[src/rtl/lab1_truth_table_sweeper_if.sv]
// Handshake/bus bundle between the truth-table sweeper and its surroundings:
// the start request and sweep status, plus the drive lines into the gate unit
// and the gate unit's three outputs coming back.
//   slave  : the sweeper's view (consumes start and gate outputs, drives the rest)
//   master : the controller / gate-unit side view
interface lab1_truth_table_sweeper_if;
    logic       start;
    logic       dutAND;
    logic       dutOR;
    logic       dutNOT;
    logic       driveA;
    logic       driveB;
    logic       busy;
    logic       done;
    logic       pass;
    logic [2:0] errCount;
    logic [3:0] failVec;

    modport slave (
        input  start, dutAND, dutOR, dutNOT,
        output driveA, driveB, busy, done, pass, errCount, failVec
    );

    modport master (
        output start, dutAND, dutOR, dutNOT,
        input  driveA, driveB, busy, done, pass, errCount, failVec
    );
endinterface

[src/rtl/lab1_truth_table_sweeper.sv]
// Truth-table sweeper for the NOR-built AND/OR/NOT gate unit.
// Walks {A,B} through 00,01,10,11, holds each for SETTLE_CYCLES cycles, then
// samples the unit's outputs for one cycle and compares against golden values.
// Per-combo failures accumulate in failVec/errCount; pass is valid alongside
// the one-cycle done pulse and held until the next start.
// Build option: define LAB1_SWEEP_STOP_ON_FAIL_EN to end the sweep at the
// first mismatching combo and leave the drive lines parked on that combo.
module lab1_truth_table_sweeper #(
    parameter int SETTLE_CYCLES = 2
) (
    input  logic                        clk,
    input  logic                        reset,
    lab1_truth_table_sweeper_if.slave   bus
);

    generate
        if (SETTLE_CYCLES < 1 || SETTLE_CYCLES > 15) begin : g_bad_settle
            $error("lab1_truth_table_sweeper: SETTLE_CYCLES must be in 1..15");
        end
    endgenerate

    typedef enum logic [1:0] {
        IDLE   = 2'd0,
        DRIVE  = 2'd1,
        SAMPLE = 2'd2,
        DONE   = 2'd3
    } state_t;

    localparam logic [3:0] SETTLE_LD = 4'(SETTLE_CYCLES);

    state_t     state_q, state_d;
    logic [1:0] combo_q, combo_d;
    logic [3:0] cnt_q,   cnt_d;
    logic [2:0] err_q,   err_d;
    logic [3:0] fail_q,  fail_d;
    logic       pass_q,  pass_d;

    logic       exp_and, exp_or, exp_not;
    logic       mismatch;

    // Golden response for the combo currently on the drive lines. The compare
    // uses case equality so an X/Z coming back from the unit is a mismatch.
    always_comb begin
        exp_and  = combo_q[1] & combo_q[0];
        exp_or   = combo_q[1] | combo_q[0];
        exp_not  = ~combo_q[1];
        mismatch = !((bus.dutAND === exp_and) &&
                     (bus.dutOR  === exp_or)  &&
                     (bus.dutNOT === exp_not));
    end

    // State, combo, settle counter and result registers.
    always_ff @(posedge clk or posedge reset) begin
        if (reset) begin
            state_q <= IDLE;
            combo_q <= 2'd0;
            cnt_q   <= 4'd0;
            err_q   <= 3'd0;
            fail_q  <= 4'd0;
            pass_q  <= 1'b0;
        end else begin
            state_q <= state_d;
            combo_q <= combo_d;
            cnt_q   <= cnt_d;
            err_q   <= err_d;
            fail_q  <= fail_d;
            pass_q  <= pass_d;
        end
    end

    // Next-state and result update; start is only looked at in IDLE.
    always_comb begin
        state_d = state_q;
        combo_d = combo_q;
        cnt_d   = cnt_q;
        err_d   = err_q;
        fail_d  = fail_q;
        pass_d  = pass_q;

        case (state_q)
            IDLE: begin
                if (bus.start) begin
                    err_d   = 3'd0;
                    fail_d  = 4'd0;
                    pass_d  = 1'b0;
                    combo_d = 2'd0;
                    cnt_d   = SETTLE_LD;
                    state_d = DRIVE;
                end
            end

            DRIVE: begin
                // Counter was loaded with SETTLE_CYCLES; leaving at 1 gives
                // exactly SETTLE_CYCLES cycles of drive before the sample.
                if (cnt_q <= 4'd1) begin
                    state_d = SAMPLE;
                end else begin
                    cnt_d = cnt_q - 4'd1;
                end
            end

            SAMPLE: begin
                if (mismatch) begin
                    fail_d[combo_q] = 1'b1;
                    err_d           = err_q + 3'd1;
                end
`ifdef LAB1_SWEEP_STOP_ON_FAIL_EN
                if (mismatch || combo_q == 2'd3) begin
                    // pass is settled here so it is valid during the done pulse
                    pass_d  = (err_d == 3'd0);
                    state_d = DONE;
                end else begin
                    combo_d = combo_q + 2'd1;
                    cnt_d   = SETTLE_LD;
                    state_d = DRIVE;
                end
`else
                if (combo_q == 2'd3) begin
                    // pass is settled here so it is valid during the done pulse
                    pass_d  = (err_d == 3'd0);
                    state_d = DONE;
                end else begin
                    combo_d = combo_q + 2'd1;
                    cnt_d   = SETTLE_LD;
                    state_d = DRIVE;
                end
`endif
            end

            DONE: begin
                state_d = IDLE;
`ifdef LAB1_SWEEP_STOP_ON_FAIL_EN
                // Park on the failing combo for probing; a clean sweep
                // still returns the lines to 0.
                if (pass_q) begin
                    combo_d = 2'd0;
                end
`else
                combo_d = 2'd0;
`endif
            end

            default: begin
                state_d = IDLE;
            end
        endcase
    end

    // Moore outputs straight from registers.
    always_comb begin
        bus.driveA   = combo_q[1];
        bus.driveB   = combo_q[0];
        bus.busy     = (state_q == DRIVE) || (state_q == SAMPLE);
        bus.done     = (state_q == DONE);
        bus.pass     = pass_q;
        bus.errCount = err_q;
        bus.failVec  = fail_q;
    end

endmodule

[src/flat_wrapper.sv]
// flat-port wrapper written by rule: the top's interface ports become plain ports
module lab1_truth_table_sweeper_flat 
#(
    parameter int SETTLE_CYCLES = 2
)
  (clk, reset, bus_start, bus_dutAND, bus_dutOR, bus_dutNOT, bus_driveA, bus_driveB, bus_busy, bus_done, bus_pass, bus_errCount, bus_failVec);
  lab1_truth_table_sweeper_if bus_i ();
  input  logic clk;
  input  logic reset;
  input wire logic [$bits(bus_i.start)-1:0] bus_start;
  input wire logic [$bits(bus_i.dutAND)-1:0] bus_dutAND;
  input wire logic [$bits(bus_i.dutOR)-1:0] bus_dutOR;
  input wire logic [$bits(bus_i.dutNOT)-1:0] bus_dutNOT;
  output wire logic [$bits(bus_i.driveA)-1:0] bus_driveA;
  output wire logic [$bits(bus_i.driveB)-1:0] bus_driveB;
  output wire logic [$bits(bus_i.busy)-1:0] bus_busy;
  output wire logic [$bits(bus_i.done)-1:0] bus_done;
  output wire logic [$bits(bus_i.pass)-1:0] bus_pass;
  output wire logic [$bits(bus_i.errCount)-1:0] bus_errCount;
  output wire logic [$bits(bus_i.failVec)-1:0] bus_failVec;
  assign bus_i.start = bus_start;
  assign bus_i.dutAND = bus_dutAND;
  assign bus_i.dutOR = bus_dutOR;
  assign bus_i.dutNOT = bus_dutNOT;
  assign bus_driveA = bus_i.driveA;
  assign bus_driveB = bus_i.driveB;
  assign bus_busy = bus_i.busy;
  assign bus_done = bus_i.done;
  assign bus_pass = bus_i.pass;
  assign bus_errCount = bus_i.errCount;
  assign bus_failVec = bus_i.failVec;
  lab1_truth_table_sweeper #(.SETTLE_CYCLES(SETTLE_CYCLES)) u_core (.clk(clk), .reset(reset), .bus(bus_i));
endmodule
[config.mk]
export PLATFORM = sky130hd
export DESIGN_NAME = lab1_truth_table_sweeper_flat
export DESIGN_NICKNAME = d
export VERILOG_FILES = /design/src/rtl/lab1_truth_table_sweeper_if.sv /design/src/rtl/lab1_truth_table_sweeper.sv /design/src/flat_wrapper.sv
export SDC_FILE = /design/constraint.sdc
export NUM_CORES = 1
export LEC_CHECK = 0
export ABC_CLOCK_PERIOD_IN_PS = 2180
export CAP_MARGIN = 20
export CORE_MARGIN = 2
export CORE_UTILIZATION = 50
export CTS_CLUSTER_SIZE = 12
export DETAILED_ROUTE_END_ITERATION = 10
export PLACE_DENSITY_LB_ADDON = 0.12
export SLEW_MARGIN = 30
export SYNTH_ARGS = -nofsm -noshare
export SYNTH_HDL_FRONTEND = slang
export SYNTH_SLANG_ARGS = --single-unit
[constraint.sdc]
create_clock -name clk -period 2.18 [get_ports clk]
set_input_delay 0.436 -clock clk [delete_from_list [all_inputs] [get_ports clk]]
set_output_delay 0.436 -clock clk [all_outputs]
set_load 0.02 [all_outputs]
==> impl_metrics.toml, run 1 <==
[run_status]
outcome = "complete, no violations"

[global_route]
grt_max_degree = 17
grt.total_usage = 0.1936
grt_overflow = 0
antenna_found_initial = 0
grt_pass1_wl_um = 3663
grt_pass1_vias = 803

[layout]
drive_gt1_frac = 0.1270
diodes = 0
num-fill-cells = 158
syn_to_final_growth_pct = 23.40
nets = 144
layout_common_cells = "clkdlybuf4s50_1, dfrtp_1, ha_1"

[synth]
ys_ff_latch = 16
synth_fa_ha_area_frac = 0.1306
synth-xor-area-share = 0.04751
yosysWarnings = 0
synth_area_leaders = "dfrtp_1, ha_1, inv_1"
synth-compound-area-share = 0.2233
synth_top_family_by_area = "compound AO/OA/AOI/OAI gates"
ys_types = 39
synth.yosys.seq_area_share = 0.3800
synth_top_area_frac = 0.3800
syn-num-nets = 122
yosys-mux-area-fraction = 0.009501
synth_area_per_cell_um2 = 10.03
synth_top_cell_by_area = "dfrtp_1"
synth_area_um2 = 1054
synthSimpleGateAreaFrac = 0.1734
syn_inst = 105

[drt]
drc = 0
dr.pass1.iters = 4
antenna_left = 0
vias_per_cell = 5.536
dr_total_vias = 847
drt_wl_total_um = 2169
first_iter_violations = 19
wl_per_cell_um = 14.18

[setup_path]
worstPathRequired_ps = 1740
crit_fanout = 5
start_kind = "flop"
worst_setup_path_end_kind = "output port"
cp.arrival_ps = 1580
criticalPathCategory = "flop to output port"
rr_worst_depth = 6

[timing]
rsz0062_at_grt = "false"
fin_crit_ps = 2020
hold_viol_final = 0
setup_tns_ps = 0
timing.final.ws_setup_ps = 160.0
relSlewSlack = 0.5728
clock_skew_ps = 5.574
tightest_slew_ps = 640.2
whs_ps = 511.9
drv_slew = 0
fmax_mhz = 495.0
setup_viol_count_final = 0
post-route-period-util = 0.9266

[pwr]
total_power_mw = 1.807
ir_drop_v = 0.0007890
p_per_area_nw_per_um2 = 1390
leakage_nw = 0.5869

[min_path]
hold_class = "flop to flop"
worst_hold_path.num_cells = 1

[placement]
numPortBuffers = 17
dp_hpwl_um = 1605
dp_worst_setup_slack_ps = 224.0
place_congestion = 0.7586

[floorplanning]
core_um2 = 1982
dieHeight_um = 49.90
start_util = 0.5316
rows = 16
die_x_um = 49.90
dieArea_um2 = 2490
pin_count = 18

[clocking]
post_cts_buffers = 0
clockRootBuffer = "clkbuf_4"
clk_pin_slew_ps = 100
insertion_delay_ps = 290
htreeDepth = 1
cts_tree = "yes"
clockBufferDepth = 2
clock-sinks = 16
numCtsBuffers = 3
ctsResizeCount = 0
cts_hold_buf = 0

[flow_run]
maxCapViolations = 0
==> through the flow <==
| step | instance area [µm²] | utilization | instances |
|---|---|---|---|
| after floorplan | 1054 | - | 105 |
| after global placement | 1261 | 0.6364 | 149 |
| after detailed placement | 1261 | 0.6364 | 149 |
| after CTS | 1297 | 0.6547 | 153 |
| after global routing | 1300 | 0.6559 | 153 |
| final | 1300 | 0.6559 | 153 |
==> cells by family after synthesis <==
| group | Yosys count |
|---|---|
| compound gates | 28 |
| xor+xnor | 4 |
| mux | 1 |
| flops | 16 |
| buf+inv | 10 |
| fa+ha+maj | 11 |
| simple gates | 35 |
==> area by class of cell <==
type                            count  area, µm²  share of cell area
Sequential cell                    16      400.4              0.3080
Clock buffer                        4      36.28             0.02791
Timing Repair Buffer               18      180.2              0.1386
Tap cell                           27      33.78             0.02599
Inverter                            9      33.78             0.02599
Multi-Input combinational cell     79      615.6              0.4735
==> registers in the layout, indices dropped and copies added, names as in the netlist <==
| name | cells |
|---|---|
| u_core.state_q | 2 |
| u_core.cnt_q | 4 |
| u_core.bus.errCount | 3 |
| u_core.bus.failVec | 4 |
| u_core.bus.pass | 1 |
| u_core.combo_q | 2 |
==> worst paths after layout <==
kind	from	slack (ps)	to
worst max-delay path	u_core.state_q[0]	160	bus_done
worst min-delay path	u_core.bus.failVec[2]	510	u_core.bus.failVec[2]
worst max register to register	u_core.state_q[0]	270	u_core.cnt_q[3]
worst min register to register	u_core.bus.failVec[2]	510	u_core.bus.failVec[2]
max in group asynchronous	reset	1250	u_core.state_q[1]
min in group asynchronous	reset	520	u_core.bus.failVec[3]
==> cell usage after synthesis (all sizes together) <==
library cell and instances:
a21o 1, a21oi 7, a22o 2, a2bb2oi 1, a31o 1, a31oi 4
a32o 2, and2 1, and2b 1, and3 2, clkbuf 1, dfrtp 16
ha 11, inv 9, mux2i 1, nand2 9, nand2b 2, nand3 4
nand3b 1, nand4 1, nor2 9, nor2b 1, nor3b 1, o211ai 4
o21a 1, o21ai 3, o311ai 1, o31ai 1, or2 1, or3 2
xnor2 2, xor2 2
==> critical path, cell delays in order, from the launching register on <==
cell	delay, ps
dfrtp_1	430
ha_1	240
clkdlybuf4s50_1	620
==> power by group <==
group	total, mW	internal [mW]	switching (mW)
sequential	0.509	0.398	0.111
clock	0.203	0.102	0.101
combinational	1.09	0.486	0.609
==> metal layers <==
metal,GRT usage,wire length (µm),up-vias
li1,-,-,415
met1,0.2414,992,416
met2,0.3289,1075,14
met3,0.05455,87,2
met4,0.04630,12,0
met5,0,0,-
Power figures use the tool's default switching activity.
==> inputs of run 2 (changes only) <==
--- a/config.mk
+++ b/config.mk
@@ -5,7 +5,7 @@
 export SDC_FILE = /design/constraint.sdc
 export NUM_CORES = 1
 export LEC_CHECK = 0
-export ABC_CLOCK_PERIOD_IN_PS = 2180
+export ABC_CLOCK_PERIOD_IN_PS = 2100
 export CAP_MARGIN = 20
 export CORE_MARGIN = 2
 export CORE_UTILIZATION = 50
==> constraint.sdc (replaced) <==
create_clock -name clk -period 2.1 [get_ports clk]
set_input_delay 0.42 -clock clk [delete_from_list [all_inputs] [get_ports clk]]
set_output_delay 0.42 -clock clk [all_outputs]
set_load 0.02 [all_outputs]
==> run 2 against run 1 <==
Net effect:
- register-to-register slack worse by 30 ps
- clock skew down 0.66 ps
- clock-buffer cell count shrank 1
- die area unchanged
- critical endpoint unchanged
- highest routed layer unchanged
- via count up 1.1%
- core utilization increased by 0.063 points
==> impl_metrics.toml, run 2 (synthesis results as in run 1) <==
[run_status]
outcome = "complete, no violations"

[layout]
diodes = 0
final_util = 0.6566
syn_to_final_growth_pct = 23.52
nets = 146
layout_common_cells = "clkdlybuf4s50_1, dfrtp_1, ha_1"
drive_gt1_frac = 0.1339

[drt]
drc = 0
vias_per_cell = 5.558
drt_wl_total_um = 2109
dr.pass1.iters = 4
first_iter_violations = 19
dr_total_vias = 856
antenna_left = 0
wl_per_cell_um = 13.69

[floorplanning]
dieHeight_um = 49.90
pin_count = 18
core_um2 = 1982
die_x_um = 49.90
rows = 16
start_util = 0.5316
dieArea_um2 = 2490

[global_route]
grt_overflow = 0
grt_pass1_vias = 867
grt.total_usage = 0.2024
grt_max_degree = 17
grt_pass1_wl_um = 3822
antenna_found_initial = 0

[timing]
clock_skew_ps = 4.916
whs_ps = 496.1
timing.final.ws_setup_ps = 99.27
rsz0062_at_grt = "false"
post-route-period-util = 0.9527
fin_crit_ps = 2001
relSlewSlack = 0.5952
fmax_mhz = 499.8
hold_viol_final = 0
setup_tns_ps = 0
tightest_slew_ps = 606.6
drv_slew = 0
setup_viol_count_final = 0

[min_path]
hold_class = "input pin to async pin"

[setup_path]
cp.arrival_ps = 1580
criticalPathCategory = "flop to output port"
crit_path_top_delay_cell = "clkdlybuf4s50_1"
cp_cell_sequence = "ha_1 > clkdlybuf4s50_1"
worstPathRequired_ps = 1680
start_kind = "flop"
max_stage_delay_ps = 630
worst_setup_path_end_kind = "output port"
crit_fanout = 5

[flow_run]
maxCapViolations = 0

[clocking]
cts_tree = "yes"
clock-sinks = 16
clockRootBuffer = "clkbuf_4"
insertion_delay_ps = 280
cts_hold_buf = 0
clk_pin_slew_ps = 90
clockBufferDepth = 2
htreeDepth = 1
numCtsBuffers = 3

[placement]
numPortBuffers = 17
dp_worst_setup_slack_ps = 179.9
place_congestion = 0.8180
dp_hpwl_um = 1693

[pwr]
leakage_nw = 0.5891
total_power_mw = 1.841
ir_drop_v = 0.0008495
p_per_area_nw_per_um2 = 1415
## run 2: final cells by class
cell class | count | area [µm²]
Fill cell | 164 | 680.7
Sequential cell | 16 | 400.4
Multi-Input combinational cell | 79 | 615.6
Tap cell | 27 | 33.78
Timing Repair Buffer | 20 | 195.2
Inverter | 9 | 33.78
Clock buffer | 3 | 22.52
## run 2: worst paths after layout
check	from	endpoint	slack, ps	depth (start not counted)
worst min register to register	u_core.bus.failVec[3]	u_core.bus.failVec[3]	510	1
min in group clk	u_core.bus.failVec[3]	u_core.bus.failVec[3]	510	1
worst max register to register	u_core.combo_q[1]	u_core.bus.errCount[2]	240	6
max in group asynchronous	reset	u_core.combo_q[1]	1210	2
worst max-delay path	u_core.state_q[0]	bus_done	100	2
worst min-delay path	reset	u_core.bus.errCount[1]	500	2
## run 2: stage by stage
| stage | instances | cell area [µm²] |
|---|---|---|
| floorplan | 105 | 1054 |
| finish | 154 | 1301 |
| global placement | 151 | 1276 |
| detailed placement | 151 | 1276 |
| CTS | 154 | 1299 |
| global route | 154 | 1301 |
## run 2: timing repair
action,CTS,global route
resized for setup,0,1
setup buffers,0,0
setup endpoints to repair,0,1
## run 2: power breakdown
part / internal, mW / switching, mW
sequential: 0.414 / 0.112
combinational: 0.522 / 0.633
clock: 0.0666 / 0.0940
## run 2: metal layers
metal	wire, µm	global-route usage	part of all wire	vias up
met5	0	0	0	-
met4	23	0.07407	0.011	0
met3	85	0.03939	0.040	4
met2	1107	0.3644	0.52	19
met1	892	0.2348	0.42	414
li1	-	-	-	419
## run 2: critical path: cells and delay by family (launching register included)
family | cells | cell delay, ps
buf+inv | 1 | 630
flops | 1 | 420
fa+ha+maj | 1 | 240
==> inputs of run 3 (changes only) <==
--- a/config.mk
+++ b/config.mk
@@ -9,6 +9,7 @@
 export CAP_MARGIN = 20
 export CORE_MARGIN = 2
 export CORE_UTILIZATION = 50
+export CTS_BUF_LIST = sky130_fd_sc_hd__clkbuf_2
 export CTS_CLUSTER_SIZE = 12
 export DETAILED_ROUTE_END_ITERATION = 10
 export PLACE_DENSITY_LB_ADDON = 0.12
==> constraint.sdc (replaced) <==
create_clock -name clk -period 2.1 [get_ports clk]
set_input_delay 0.42 -clock clk [delete_from_list [all_inputs] [get_ports clk]]
set_output_delay 0.42 -clock clk [all_outputs]
set_load 0.1 [all_outputs]
==> run 3 against run 2 <==
Net effect:
- final cell count up 0.65%
- critical path type is now flop to flop
- core utilization shrank 0.44 points
- global-route usage is 0.066 points higher
- flip-flop and latch count unchanged
- final area is 0.67% lower
- critical endpoint is now u_core.bus.pass
==> impl_metrics.toml, run 3 (synthesis results as in run 1) <==
[floorplanning]
dieHeight_um = 49.90
rows = 16
die_x_um = 49.90
pin_count = 18
core_um2 = 1982
dieArea_um2 = 2490
start_util = 0.5316

[drt]
drc = 0
drt_wl_total_um = 2155
first_iter_violations = 16
antenna_left = 0
dr_total_vias = 857
vias_per_cell = 5.529
wl_per_cell_um = 13.90
dr.pass1.iters = 4

[run_status]
outcome = "complete, no violations"

[layout]
multi_input_area_um2 = 615.6
syn_to_final_growth_pct = 22.68
instances_no_fill = 155
diodes = 0
layout_common_cells = "dfrtp_1, buf_4, ha_1"
regArea_um2 = 402.9
num-fill-cells = 168
nets = 146
drive_gt1_frac = 0.2422
final_common_cell = "dfrtp_1"

[global_route]
antenna_found_initial = 0
grt_pass1_wl_um = 3801
grt_overflow = 0
grt_max_degree = 17
grt_pass1_vias = 875
grt.total_usage = 0.2031

[setup_path]
cp_cell_sequence = "inv_1 > ha_1 > xor2_1 > nand3_2 > buf_4 > mux2i_1 > o211ai_1"
worstPathRequired_ps = 2280
crit_fanout = 4
criticalPathCategory = "flop to flop"
max_stage_delay_ps = 460
worst_setup_path_end_kind = "flop"
path_buf_inv = 2
cp.arrival_ps = 2020
crit_path_top_delay_cell = "dfrtp_2"
start_kind = "flop"
path_delay_family = "flip-flops"

[clocking]
clockBufferDepth = 2
clk_pin_slew_ps = 160
numCtsBuffers = 3
post_cts_buffers = 0
htreeDepth = 1
insertion_delay_ps = 300
cts_tree = "yes"
ctsResizeCount = 0
clock-sinks = 16
cts_hold_buf = 0
clockRootBuffer = "clkbuf_2"

[timing]
fmax_mhz = 544.7
setup_tns_ps = 0
relSlewSlack = 0.5732
drv_slew = 0
fin_crit_ps = 1836
clock_skew_ps = 2.315
setup_viol_count_final = 0
hold_viol_final = 0
post-route-period-util = 0.8743
rsz0062_at_grt = "false"
whs_ps = 477.6
tightest_slew_ps = 639.5

[placement]
dp.cells = 151
numPortBuffers = 17
place_congestion = 0.7803
dp_hpwl_um = 1686

[flow_run]
maxCapViolations = 0

[min_path]
hold_class = "input pin to async pin"
[run 3: final timing paths]
kind                                       start                     to  slack (ps)  cells after the start
setup / recovery               u_core.combo_q[0]        u_core.bus.pass         260                      7
hold / removal                             reset  u_core.bus.failVec[2]         480                      2
setup reg to reg               u_core.combo_q[0]        u_core.bus.pass         260                      7
hold reg to reg            u_core.bus.failVec[2]  u_core.bus.failVec[2]         530                      1
max in group asynchronous                  reset      u_core.combo_q[1]        1180                      2
min in group clk           u_core.bus.failVec[2]  u_core.bus.failVec[2]         530                      1
[run 3: through the flow]
step | util | area, µm² | setup WS [ps]
final | 0.6521 | 1292 | 264.0
after global routing | 0.6521 | 1292 | 153.7
after CTS | 0.6521 | 1292 | 270.4
after detailed placement | 0.6427 | 1274 | 157.6
after global placement | 0.6427 | 1274 | 191.1
after floorplan | - | 1056 | 7.086
[run 3: final cells by class]
type                    count  area share
multi-input cells          79      0.4763
flip-flops and latches     16      0.3117
well taps                  27     0.02614
clock buffers               3     0.01162
repair buffers             20      0.1452
inverters                   9     0.02614
clock inverters             1    0.002904
[run 3: metal layers]
layer | vias to the layer above | part of all wire | GRT usage | wire (µm)
met5 | - | 0 | 0 | 0
met4 | 0 | 0.012 | 0.06944 | 25
met3 | 3 | 0.046 | 0.02727 | 100
met2 | 29 | 0.50 | 0.3489 | 1076
met1 | 408 | 0.44 | 0.2606 | 953
li1 | 417 | - | - | -
Power of run 3 is left out: the tool's default activity adds up to more than one toggle a clock period on the data nets, which glitch-free logic cannot reach.
